File: src/rtl/ula_fl_arb_pkg.sv
// Shared types and constants for the ula_fl round-robin arbiter.
// Opcodes mirror the ula_fl encoding and are forwarded without decoding.
package ula_fl_arb_pkg;

  typedef enum logic [1:0] {
    ST_IDLE = 2'd0,
    ST_BUSY = 2'd1,
    ST_DONE = 2'd2
  } state_e;

  localparam logic [3:0] OP_NOP  = 4'd0;
  localparam logic [3:0] OP_LOAD = 4'd1;
  localparam logic [3:0] OP_ADD  = 4'd2;
  localparam logic [3:0] OP_MLT  = 4'd3;
  localparam logic [3:0] OP_DIV  = 4'd4;
  localparam logic [3:0] OP_NEG  = 4'd5;
  localparam logic [3:0] OP_EQ   = 4'd6;
  localparam logic [3:0] OP_NE   = 4'd7;
  localparam logic [3:0] OP_LT   = 4'd8;
  localparam logic [3:0] OP_GT   = 4'd9;
  localparam logic [3:0] OP_AND  = 4'd10;
  localparam logic [3:0] OP_OR   = 4'd11;
  localparam logic [3:0] OP_ABS  = 4'd12;
  localparam logic [3:0] OP_SIGN = 4'd13;

  function automatic int word_w(input int exp_w, input int man_w);
    return man_w + exp_w + 1;
  endfunction

endpackage

File: src/rtl/ula_fl_arb_rr_pick.sv
// Combinational round-robin picker: first set request at ptr, ptr+1, ... mod N.
// Zero latency; found_o is low and outputs are zero when no request is set.
module rr_pick #(
  parameter int N = 4,
  localparam int IDW = $clog2(N)
) (
  input  logic [N-1:0]   req_i,
  input  logic [IDW-1:0] ptr_i,
  output logic [N-1:0]   gnt_o,
  output logic [IDW-1:0] idx_o,
  output logic           found_o
);

  logic [IDW-1:0] cand;

  always_comb begin
    gnt_o   = '0;
    idx_o   = '0;
    found_o = 1'b0;
    cand    = '0;
    for (int off = 0; off < N; off++) begin
      cand = IDW'((int'(ptr_i) + off) % N);
      if (!found_o && req_i[cand]) begin
        found_o     = 1'b1;
        gnt_o[cand] = 1'b1;
        idx_o       = cand;
      end
    end
  end

endmodule

File: src/rtl/ula_fl_arb.sv
// Shares one combinational ula_fl among NREQ requesters; operands held LAT cycles, result
// returned LAT edges after grant. No new grant until the response is acked (rsp_ack stalls).
module ula_fl_arb
  import ula_fl_arb_pkg::*;
#(
  parameter int NREQ = 4,
  parameter int EXP  = 8,
  parameter int MAN  = 23,
  parameter int LAT  = 2,
  localparam int W   = word_w(EXP, MAN),
  localparam int IDW = $clog2(NREQ),
  localparam int CW  = $clog2(LAT + 1)
) (
  input  logic                clk,
  input  logic                rst,
  input  logic [NREQ-1:0]     req,
  input  logic [4*NREQ-1:0]   req_op,
  input  logic [W*NREQ-1:0]   req_in1,
  input  logic [W*NREQ-1:0]   req_in2,
  output logic [NREQ-1:0]     gnt,
  output logic                rsp_vld,
  output logic [IDW-1:0]      rsp_id,
  output logic [W-1:0]        rsp_out,
  input  logic                rsp_ack,
  output logic [3:0]          alu_op,
  output logic [W-1:0]        alu_in1,
  output logic [W-1:0]        alu_in2,
  input  logic [W-1:0]        alu_out
);

  state_e          state_q;
  logic [IDW-1:0]  ptr_q;
  logic [IDW-1:0]  ptr_d;
  logic [CW-1:0]   cnt_q;
  logic [3:0]      alu_op_q;
  logic [W-1:0]    alu_in1_q;
  logic [W-1:0]    alu_in2_q;
  logic [IDW-1:0]  rsp_id_q;
  logic [W-1:0]    rsp_out_q;
  logic            rsp_vld_q;

  logic [NREQ-1:0] pick_oh;
  logic [IDW-1:0]  pick_idx;
  logic            pick_found;

  logic [3:0]      op_arr  [NREQ];
  logic [W-1:0]    in1_arr [NREQ];
  logic [W-1:0]    in2_arr [NREQ];

  for (genvar g = 0; g < NREQ; g++) begin : g_unpack
    assign op_arr[g]  = req_op[4*g +: 4];
    assign in1_arr[g] = req_in1[W*g +: W];
    assign in2_arr[g] = req_in2[W*g +: W];
  end

  rr_pick #(.N(NREQ)) u_pick (
    .req_i   (req),
    .ptr_i   (ptr_q),
    .gnt_o   (pick_oh),
    .idx_o   (pick_idx),
    .found_o (pick_found)
  );

  assign ptr_d = (pick_idx == IDW'(NREQ - 1)) ? '0 : pick_idx + 1'b1;

  // Grant is combinational so the requester sees it on the same edge the operands are latched.
  assign gnt = (state_q == ST_IDLE && !rst) ? pick_oh : '0;

  always_ff @(posedge clk) begin
    if (rst) begin
      state_q   <= ST_IDLE;
      ptr_q     <= '0;
      cnt_q     <= '0;
      alu_op_q  <= '0;
      alu_in1_q <= '0;
      alu_in2_q <= '0;
      rsp_id_q  <= '0;
      rsp_out_q <= '0;
      rsp_vld_q <= 1'b0;
    end else begin
      unique case (state_q)
        ST_IDLE: begin
          if (pick_found) begin
            alu_op_q  <= op_arr[pick_idx];
            alu_in1_q <= in1_arr[pick_idx];
            alu_in2_q <= in2_arr[pick_idx];
            rsp_id_q  <= pick_idx;
            cnt_q     <= CW'(LAT - 1);
            ptr_q     <= ptr_d;
            state_q   <= ST_BUSY;
          end
        end
        ST_BUSY: begin
          if (cnt_q == '0) begin
            rsp_out_q <= alu_out;
            rsp_vld_q <= 1'b1;
            state_q   <= ST_DONE;
          end else begin
            cnt_q <= cnt_q - 1'b1;
          end
        end
        ST_DONE: begin
          if (rsp_ack) begin
            rsp_vld_q <= 1'b0;
            state_q   <= ST_IDLE;
          end
        end
        default: state_q <= ST_IDLE;
      endcase
    end
  end

  assign alu_op  = alu_op_q;
  assign alu_in1 = alu_in1_q;
  assign alu_in2 = alu_in2_q;
  assign rsp_id  = rsp_id_q;
  assign rsp_out = rsp_out_q;
  assign rsp_vld = rsp_vld_q;

endmodule

File: config.mk
export PLATFORM = sky130hd
export DESIGN_NAME = ula_fl_arb
export DESIGN_NICKNAME = d
export VERILOG_FILES = /design/src/rtl/ula_fl_arb_pkg.sv /design/src/rtl/ula_fl_arb_rr_pick.sv /design/src/rtl/ula_fl_arb.sv
export SDC_FILE = /design/constraint.sdc
export NUM_CORES = 1
export LEC_CHECK = 0
export ABC_CLOCK_PERIOD_IN_PS = 7120
export BUFFER_PORTS_ARGS = -buffer_cell sky130_fd_sc_hd__buf_2
export CAP_MARGIN = 20
export CORE_AREA = 2 2 161 163
export DETAILED_ROUTE_END_ITERATION = 8
export DIE_AREA = 0 0 163 165
export PLACE_DENSITY = 0.49
export SLEW_MARGIN = 20
export SYNTH_ARGS = -nofsm -noshare
export SYNTH_HDL_FRONTEND = slang
export SYNTH_HIERARCHICAL = 1
export SYNTH_SLANG_ARGS = --single-unit
export TNS_END_PERCENT = 1
File: constraint.sdc
create_clock -name clk -period 7.12 [get_ports clk]
set_input_delay 1.424 -clock clk [delete_from_list [all_inputs] [get_ports clk]]
set_output_delay 1.424 -clock clk [all_outputs]
set_load 0.02 [all_outputs]
==> results of run 1 <==
-- Yosys cell counts (6+ instances only) --
| cell type | number | share of area (%) |
|---|---|---|
| a22oi_1 | 8 | 1.1 |
| nor2_1 | 10 | 0.66 |
| a22o_1 | 68 | 11 |
| dfxtp_1 | 109 | 39 |
| mux4_2 | 70 | 28 |
| ha_1 | 8 | 1.8 |
| buf_2 | 20 | 1.8 |
| inv_1 | 7 | 0.46 |
| mux2i_1 | 6 | 1.1 |
| o21ai_0 | 7 | 0.62 |
| buf_6 | 7 | 1.4 |
| nand2_1 | 66 | 4.4 |
| and2_1 | 6 | 0.66 |
| a21oi_1 | 36 | 3.2 |
| clkbuf_1 | 20 | 1.3 |
-- per-layer routing --
metal  global-route usage (%)  routed length (µm)
met1                    17.51                8394
met2                    24.48               10500
met3                    2.788                1335
met4                    4.626                 331
met5                        0                   0
-- state kept, by name (all words and copies together), names as in the netlist --
signal	flops
alu_in1	32
alu_in2	32
alu_op	4
cnt_q	2
ptr_q	2
rsp_id	2
rsp_out	32
rsp_vld	1
state_q	2
-- metrics by stage --
stage / cells / utilization, % / total power, µW / setup WS, ns / hold WS, ns
after floorplan: 474 / - / 2325 / 2.943 / 0.4447
final: 1196 / 33.11 / 3287 / 2.477 / 0.4506
after detailed placement: 1179 / 31.90 / 2822 / 2.505 / 0.4433
after global routing: 1196 / 33.11 / 3516 / 2.374 / 0.4699
after global placement: 1179 / 31.90 / 2817 / 2.516 / 0.4405
after CTS: 1195 / 33.10 / 3353 / 2.505 / 0.4544
-- worst register-to-register path: cells and delay by family (launching register included) --
| kind | cells | cell delay (ns) |
|---|---|---|
| DFF | 1 | 0.72 |
| buffers and inverters | 1 | 0.19 |
| muxes | 2 | 0.96 |
| adders and majority gates | 1 | 0.41 |
| AOI/OAI and AO/OA | 3 | 1.54 |
-- final timing paths --
kind | to | slack (ns) | cells past startpoint
worst max register to register | alu_in2[26] | 3.21 | 7
worst min register to register | rsp_out[5] | 0.45 | 2
worst max-delay path | gnt[0] | 2.48 | 7
worst min-delay path | rsp_out[5] | 0.45 | 2
-- power by group --
part	leakage (µW)	total, µW	internal (µW)	switching (µW)
registers	0.000897	882	782	99.9
logic	0.00284	1900	916	980
clock network	0.000147	508	256	252
-- logic make-up (layout without fill, tap and decap cells) --
group | count (synthesis) | after routing
fa+ha+maj | 8 | 8
mux | 80 | 80
buf+inv | 55 | 446
compound gates | 126 | 126
flops | 109 | 109
other cells | 0 | 1
simple gates | 96 | 96
-- final cells by class --
type	count	share of cell area (%)
Timing Repair Buffer	423	25.87
Clock buffer	10	2.883
Sequential cell	109	26.32
Multi-Input combinational cell	310	38.87
Clock inverter	6	0.7245
Antenna cell	1	0.03019
Tap cell	330	4.981
Inverter	7	0.3170
==> flow_metrics.env, run 1 <==
export IMPL_outcome="completed"
export IMPL_cts_htree_levels=3
export IMPL_setup_viol=0
export IMPL_wire_per_inst_um=17.19
export IMPL_synth_top_family_by_area="multiplexers"
export IMPL_cts_made_buffers=9
export IMPL_clkTransAtPathRegs_ns=0.07
export IMPL_relSlewSlack_pct=31.98
export IMPL_max_vdd_ir_drop_mv=0.3074
export IMPL_synth_sequential_area_ratio_pct=38.55
export IMPL_fin_worst_skew_ns=0.01107
export IMPL_clock_fmax_mhz=215.4
export IMPL_vias_in_the_first_global_route=5242
export IMPL_most_common_layout_cells="buf_2, dfxtp_1, mux4_2, a22o_1, nand2_1"
export IMPL_grt_overflow_total=0
export IMPL_fillerInstances=2639
export IMPL_worstHoldStart="rsp_out[5]"
export IMPL_maxCapViolCount=0
export IMPL_crit_path_max_fanout=13
export IMPL_area_growth_synth_to_final_pct=46.44
export IMPL_dieWidth_um=163
export IMPL_critical_setup_path_kind="primary input to primary output"
export IMPL_floorplan_rows=58
export IMPL_postSynthRegisterBits=109
export IMPL_synth_xor_area_share_pct=0
export IMPL_antenna_found_initial=3
export IMPL_clock_insertion_delay_worst_skew_ns=0.35
export IMPL_dieArea_um2=26900
export IMPL_critical_path_cell_chain="buf_2 > mux4_2 > nor4b_4 > a22oi_1 > o21ai_0 > and2_1 > buf_2"
export IMPL_setup_worst_path_start="req[3]"
export IMPL_grt_start_max_net_pins=72
export IMPL_iteration_0_drc_markers=252
export IMPL_drt_pass1_iterations=4
export IMPL_num_vias=5516
export IMPL_detailed_place_hpwl_um=15940
export IMPL_synth_async_reset_ratio_pct=0
export IMPL_synth_fa_ha_area_share_pct=1.768
export IMPL_cp_arrival_ns=3.22
export IMPL_globalplace_congestion=0.7867
export IMPL_rsz_0062_raised_after_global_routing="false"
export IMPL_critPathLaunchType="primary input"
export IMPL_buffer_levels_on_the_longest_clock_path=2
export IMPL_slowest_delay_ns=0.63
export IMPL_final_antenna_net_count=0
export IMPL_crit_path_frequent_cell="buf_2"
export IMPL_cts_sinks=109
export IMPL_numPortBuffers=417
export IMPL_drt_vias_per_instance=4.612
export IMPL_synth_mux_area_share_pct=30.24
export IMPL_num_nets_final=1179
export IMPL_crit_family="multiplexers"
export IMPL_flip_flop_and_latch_area_um2=2182
export IMPL_layout_cell_area_non_filler_um2=8289
export IMPL_timing_rr_start="ptr_q[0]"
export IMPL_finalCriticalPeriod_ns=4.643
export IMPL_floorplan_initialDensity_pct=22.61
export IMPL_clockRootBuffer="clkbuf_16"
export IMPL_postPlaceCellArea_um2=7988
export IMPL_timing_final_max_slew_violations=0
export IMPL_cts_setup_buffers=0
export IMPL_synth_avg_cell_area_um2=11.94
export IMPL_tightest_slew_ns=1.020
export IMPL_drc_errors=0
export IMPL_cts_resized_gates=0
export IMPL_multi_input_area_um2=3222
export IMPL_cts_tree="done"
export IMPL_cp_required_ns=5.70
export IMPL_die_h_um=165
export IMPL_cts_hold_fix_buffers=0
export IMPL_synthesis_area_um2=5660
export IMPL_synth_edf_count=0
export IMPL_power_per_cell_area_nw_per_um2=396.5
export IMPL_timing_hold_worst_class="register to register"
export IMPL_fraction_of_final_layout_cells_sized_beyond_drive_strength_1_pct=60.12
export IMPL_synth_compound_area_share_pct=16.42
export IMPL_grt_pass1_wl_um=29190
export IMPL_cp_buffers_inverters=2
export IMPL_grt_total_usage_pct=14.09
export IMPL_design_core_area_um2=25040
export IMPL_i_o_pin_count=418
export IMPL_synth_simple_gate_area_share_pct=7.935
export IMPL_timing_final_crit_share_pct=65.21
export IMPL_detail_route_wirelength_um=20560
export IMPL_finalSetupTns_ns=0
export IMPL_postSynthNetCount=793
export IMPL_timing_hold_violations_final=0
export IMPL_post_synthesis_instance_total=474
export IMPL_layout_commonest_cell="buf_2"
export IMPL_power_static_leakage_uw=0.003885
export IMPL_ys_types=36
export IMPL_yosys_warnings=6
export IMPL_crit_path_end_kind="primary output"
export IMPL_critical_path_slowest_cell="mux4_2"
export IMPL_synth_top_flop_cell="dfxtp_1"
Note: power is estimated with default switching activity, not from simulation.
==> run 2, diff against run 1 <==
ABC_CLOCK_PERIOD_IN_PS = 4260   (was 7120)
CORE_AREA = 2 2 160 162   (was 2 2 161 163)
DIE_AREA = 0 0 162 164   (was 0 0 163 165)
PLACE_DENSITY = 0.51   (was 0.49)
clock period = 4.26 ns   (was 7.12 ns; I/O delays follow)
==> run 2 against run 1 <==
  * Die area down 1.2%
  * Worst setup slack got worse by 1.8 ns
  * Critical path depth rose by 2
  * Global-route usage rose by 0.57 points
  * First-iteration DRC count rose by 19%
  * Combinational power grew 69%
  * Core utilization is 0.57 points higher
  * Clock power increased by 82%
==> flow_metrics.env, run 2 (same netlist as run 1, synthesis figures left out) <==
export IMPL_outcome="completed"
export IMPL_layout_cells_non_filler=1199
export IMPL_cts_setup_buffers=0
export IMPL_clkTransAtPathRegs_ns=0.08
export IMPL_tightest_slew_ns=0.8647
export IMPL_grt_overflow_total=0
export IMPL_finalCriticalPeriod_ns=3.571
export IMPL_cts_resized_gates=0
export IMPL_final_antenna_net_count=0
export IMPL_die_h_um=164
export IMPL_critPathLaunchType="register"
export IMPL_detailed_place_hpwl_um=16080
export IMPL_finalSetupTns_ns=0
export IMPL_layout_commonest_cell="buf_2"
export IMPL_multi_input_area_um2=3222
export IMPL_max_vdd_ir_drop_mv=0.3531
export IMPL_antennaDiodeCount=0
export IMPL_relSlewSlack_pct=42.35
export IMPL_numPortBuffers=417
export IMPL_floorplan_initialDensity_pct=22.81
export IMPL_critical_path_cell_chain="buf_4 > inv_1 > ha_1 > mux4_2 > nor4b_4 > a22oi_1 > o21ai_0 > and2_1 > buf_2"
export IMPL_detail_route_wirelength_um=20840
export IMPL_most_common_layout_cells="buf_2, dfxtp_1, mux4_2, a22o_1, nand2_1"
export IMPL_drt_vias_per_instance=4.593
export IMPL_cts_made_buffers=9
export IMPL_fin_worst_skew_ns=0.01011
export IMPL_floorplan_rows=58
export IMPL_area_growth_synth_to_final_pct=47.68
export IMPL_cp_arrival_ns=2.72
export IMPL_num_vias=5507
export IMPL_crit_path_max_fanout=10
export IMPL_cp_required_ns=3.41
export IMPL_antenna_found_initial=1
export IMPL_dieArea_um2=26570
export IMPL_critical_path_slowest_cell="mux4_2"
export IMPL_drc_errors=0
export IMPL_grt_start_max_net_pins=50
export IMPL_cts_tree="done"
export IMPL_wire_per_inst_um=17.38
export IMPL_drt_pass1_iterations=4
export IMPL_power_per_cell_area_nw_per_um2=669.8
export IMPL_i_o_pin_count=418
export IMPL_fraction_of_final_layout_cells_sized_beyond_drive_strength_1_pct=60.30
export IMPL_iteration_0_drc_markers=299
export IMPL_cts_hold_fix_buffers=0
export IMPL_num_nets_final=1183
export IMPL_timing_hold_violations_final=0
export IMPL_flip_flop_and_latch_area_um2=2182
export IMPL_grt_total_usage_pct=14.65
export IMPL_timing_final_crit_share_pct=83.84
export IMPL_timing_hold_worst_class="register to register"
export IMPL_fillerInstances=2621
export IMPL_power_static_leakage_uw=0.003920
export IMPL_clock_insertion_delay_worst_skew_ns=0.36
export IMPL_setup_viol=0
export IMPL_cts_htree_levels=3
export IMPL_post_place_cells=1183
export IMPL_buffer_levels_on_the_longest_clock_path=2
export IMPL_slowest_delay_ns=0.45
export IMPL_crit_path_end_kind="primary output"
export IMPL_globalplace_congestion=0.8332
export IMPL_maxCapViolCount=0
export IMPL_critical_setup_path_kind="register to primary output"
export IMPL_clock_fmax_mhz=280.0
export IMPL_rsz_0062_raised_after_global_routing="false"
export IMPL_vias_in_the_first_global_route=5351
export IMPL_dieWidth_um=162
export IMPL_clockRootBuffer="clkbuf_16"
export IMPL_cts_sinks=109
export IMPL_design_core_area_um2=24820
export IMPL_timing_final_max_slew_violations=0
export IMPL_grt_pass1_wl_um=30100
[run 2: layout make-up]
type	instances	area share (%)
timing repair buffer	427	26.31
sequential	109	26.10
clock inverter	6	0.9280
clock buffer	10	2.859
multi-input combinational	310	38.54
inverter	7	0.3143
tap	330	4.939
[run 2: report_power, final]
| group | switching, µW | total [µW] | leakage, µW | internal (µW) |
|---|---|---|---|---|
| clock network | 438 | 924 | 0.000153 | 485 |
| logic | 1630 | 3210 | 0.00287 | 1570 |
| registers | 161 | 1470 | 0.000897 | 1310 |
| total | 2230 | 5600 | 0.00392 | 3370 |
[run 2: worst paths after layout]
kind | from | cells after the start | slack [ns] | to
worst min register to register | rsp_out[25] | 2 | 0.45 | rsp_out[25]
worst max-delay path | ptr_q[1] | 9 | 0.69 | gnt[3]
worst max register to register | ptr_q[1] | 9 | 0.88 | alu_in2[9]
worst min-delay path | rsp_out[25] | 2 | 0.45 | rsp_out[25]
[run 2: stage by stage]
step | util (%) | worst slack [ns] | cell area, µm² | hold WS [ns] | total power [µW]
after floorplan | - | 1.020 | 5660 | 0.4447 | 3885
after global placement | 32.41 | 0.7914 | 8043 | 0.4400 | 4705
after detailed placement | 32.41 | 0.7420 | 8043 | 0.4432 | 4741
after CTS | 33.68 | 0.6796 | 8359 | 0.4555 | 5690
after global routing | 33.68 | 0.5483 | 8359 | 0.4766 | 5963
final | 33.68 | 0.6885 | 8359 | 0.4528 | 5599
[run 2: routing by layer]
layer  vias to the layer above  share of wire (%)  GRT usage (%)
met5                         -              0.062              0
met4                         2                2.4          6.154
li1                       2613                  -              -
met1                      2598                 41          18.07
met2                       262                 49          24.97
met3                        32                7.5          2.980
[run 2: worst max-delay path, delay by kind of cell, from the launching register on]
| family | cells | cell delay [ns] |
|---|---|---|
| buffers and inverters | 3 | 0.43 |
| AND/OR/NAND/NOR | 2 | 0.55 |
| adder cells (fa/ha/maj) | 1 | 0.37 |
| flip-flops | 1 | 0.33 |
| multiplexers | 1 | 0.45 |
| AO/OA/AOI/OAI | 2 | 0.24 |
==> run 3, diff against run 2 <==
ABC_AREA = 1   (was unset)
ABC_CLOCK_PERIOD_IN_PS = 3000   (was 4260)
CORE_AREA = 2 2 161 163   (was 2 2 160 162)
DIE_AREA = 0 0 163 165   (was 0 0 162 164)
PLACE_DENSITY = 0.57   (was 0.51)
clock period = 3 ns   (was 4.26 ns; I/O delays follow)
==> run 3 against run 2 <==
  * Register-to-register slack worse by 0.55 ns
  * Total power grew 120%
  * Wire length is 32% higher
  * Combinational power grew to 2.7 times the previous value
  * Worst hold slack worse by 0.0046 ns
  * Die area increased by 1.2%
  * Sequential power is 59% higher
  * Highest routed layer is now met4
  * Sequential share of layout area shrank 3.6 points
==> flow_metrics.env, run 3 <==
export IMPL_vias_in_the_first_global_route=8128
export IMPL_floorplan_initialDensity_pct=27.95
export IMPL_synthesis_area_um2=6997
export IMPL_detailed_place_hpwl_um=19650
export IMPL_most_common_layout_cells="nand2_1, buf_2, nand3_1, inv_1, dfxtp_1"
export IMPL_outcome="completed"
export IMPL_finalCriticalPeriod_ns=2.811
export IMPL_cp_arrival_ns=2.21
export IMPL_postSynthNetCount=1542
export IMPL_netlist_top_cells_count="nand2_1, nand3_1, inv_1, dfxtp_1"
export IMPL_relSlewSlack_pct=50.14
export IMPL_clockRootBuffer="clkbuf_16"
export IMPL_clock_insertion_delay_worst_skew_ns=0.36
export IMPL_fraction_of_final_layout_cells_sized_beyond_drive_strength_1_pct=29.90
export IMPL_layout_commonest_cell="nand2_1"
export IMPL_drt_pass1_iterations=5
export IMPL_tightest_slew_ns=0.7469
export IMPL_grt_start_max_net_pins=96
export IMPL_grt_overflow_total=0
export IMPL_critical_setup_path_kind="register to primary output"
export IMPL_timing_final_max_slew_violations=0
export IMPL_dieArea_um2=26900
export IMPL_postPlaceCellArea_um2=9356
export IMPL_total_power_uw=12320
export IMPL_fin_worst_skew_ns=0.01301
export IMPL_power_static_leakage_uw=0.005728
export IMPL_setup_viol=0
export IMPL_power_per_cell_area_nw_per_um2=1271
export IMPL_cts_sinks=109
export IMPL_timing_hold_worst_class="primary input to register"
export IMPL_yosys_warnings=6
export IMPL_synthTopCellsByArea="dfxtp_1, nand2_1, nand3_1"
export IMPL_design_core_area_um2=25040
export IMPL_grt_total_usage_pct=19.13
export IMPL_dieWidth_um=163
export IMPL_cts_made_buffers=9
export IMPL_area_growth_synth_to_final_pct=38.52
export IMPL_grt_pass1_wl_um=40900
export IMPL_buffer_levels_on_the_longest_clock_path=2
export IMPL_numPortBuffers=417
export IMPL_floorplan_rows=58
export IMPL_synthMostInstantiatedCell="nand2_1"
export IMPL_postSynthRegisterBits=109
export IMPL_timing_hold_violations_final=0
export IMPL_antenna_found_initial=0
export IMPL_crit_path_end_kind="primary output"
export IMPL_iteration_0_drc_markers=478
export IMPL_clock_fmax_mhz=355.8
export IMPL_synth_async_reset_ratio_pct=0
export IMPL_antennaDiodeCount=0
export IMPL_detail_route_wirelength_um=27450
export IMPL_synth_sequential_area_ratio_pct=31.19
export IMPL_cts_htree_levels=3
export IMPL_synth_area_leader_cell="dfxtp_1"
export IMPL_wire_per_inst_um=14.21
export IMPL_synth_top_cell_area_share_pct=31.19
export IMPL_layout_cell_area_non_filler_um2=9692
export IMPL_clkTransAtPathRegs_ns=0.09
export IMPL_drc_errors=0
export IMPL_globalplace_congestion=0.8397
export IMPL_critPathLaunchType="register"
export IMPL_die_h_um=165
export IMPL_maxCapViolCount=0
export IMPL_drt_vias_per_instance=4.506
export IMPL_crit_path_max_fanout=5
export IMPL_synth_top_flop_cell="dfxtp_1"
export IMPL_num_vias=8706
export IMPL_max_vdd_ir_drop_mv=0.7376
export IMPL_ys_types=23
export IMPL_synth_avg_cell_area_um2=5.721
export IMPL_timing_final_crit_share_pct=93.69
export IMPL_fillerInstances=2793
export IMPL_num_nets_final=1916
export IMPL_final_antenna_net_count=0
export IMPL_post_synthesis_instance_total=1223
export IMPL_i_o_pin_count=418
export IMPL_cts_tree="done"
export IMPL_cts_hold_fix_buffers=0
export IMPL_cp_required_ns=2.40
export IMPL_synth_edf_count=0
-- run 3: cell count changes after synthesis, moves of 8 or more --
cell and change:
nand3_1 +167, o21ai_0 +29, a21oi_1 +44, nor2_1 +70, a22o_1 -68, inv_1 +155, a22oi_1 -8, mux4_2 -70
nand2_2 +8, nand2_1 +405, buf_2 +16
-- run 3: cells by family after synthesis --
group,synth area share [%]
compound gates,8.727
simple gates,43.96
flops,31.19
buf+inv,14.70
fa+ha+maj,1.431
-- run 3: power by group --
group          internal [µW]  switching [µW]
Sequential              2050             292
Combinational           2830            5900
Clock                    595             650
-- run 3: path summary, 6_finish.rpt --
check / depth (start not counted) / slack [ns] / to / startpoint
worst max-delay path: 12 / 0.19 / gnt[0] / ptr_q[1]
worst min-delay path: 3 / 0.45 / rsp_out[27] / alu_out[27]
worst max register to register: 13 / 0.33 / ptr_q[1] / ptr_q[1]
worst min register to register: 2 / 0.48 / rsp_vld / rsp_vld
-- run 3: cell type report --
type | count | area [µm²] | share of cell area, %
clock inverters | 7 | 78.83 | 0.8133
flip-flops and latches | 109 | 2182 | 22.51
repair buffers | 439 | 2340 | 24.14
well taps | 330 | 412.9 | 4.260
clock buffers | 9 | 225.2 | 2.324
inverters | 168 | 633.1 | 6.532
multi-input cells | 870 | 3820 | 39.41
-- run 3: critical path, stage by stage, from the launching register on --
cell     delay, ns
dfxtp_1       0.34
inv_1         0.06
ha_2          0.38
inv_1         0.10
nand3_1       0.08
nand2_1       0.06
nor2_1        0.17
buf_4         0.18
a21oi_1       0.06
nand3_1       0.10
inv_1         0.04
nor2_1        0.11
buf_2         0.18
-- run 3: layer usage --
layer  GRT usage [%]  share of wire [%]
met1           22.90                 42
met2           33.88                 48
met3           5.224                7.9
met4           4.787                1.5
met5               0                  0
-- run 3: timing repair --
| item | CTS | global route |
|---|---|---|
| setup buffers | 0 | 3 |
| endpoints found under the hold margin | 0 | 0 |
| endpoints found under the setup margin | 0 | 1 |
| gates resized for setup | 0 | 1 |
-- run 3: stage by stage --
step	util, %	hold slack, ns	instances	setup TNS, ns	worst slack [ns]
3_3_place_gp	37.37	0.4554	1912	0	0.2929
2_1_floorplan	-	0.4537	1223	0	0.5109
4_1_cts	38.59	0.4318	1928	0	0.2016
5_1_grt	38.71	0.4405	1932	-0.009450	-0.009450
6_report	38.71	0.4482	1932	0	0.1892
3_5_place_dp	37.37	0.4633	1912	0	0.2657
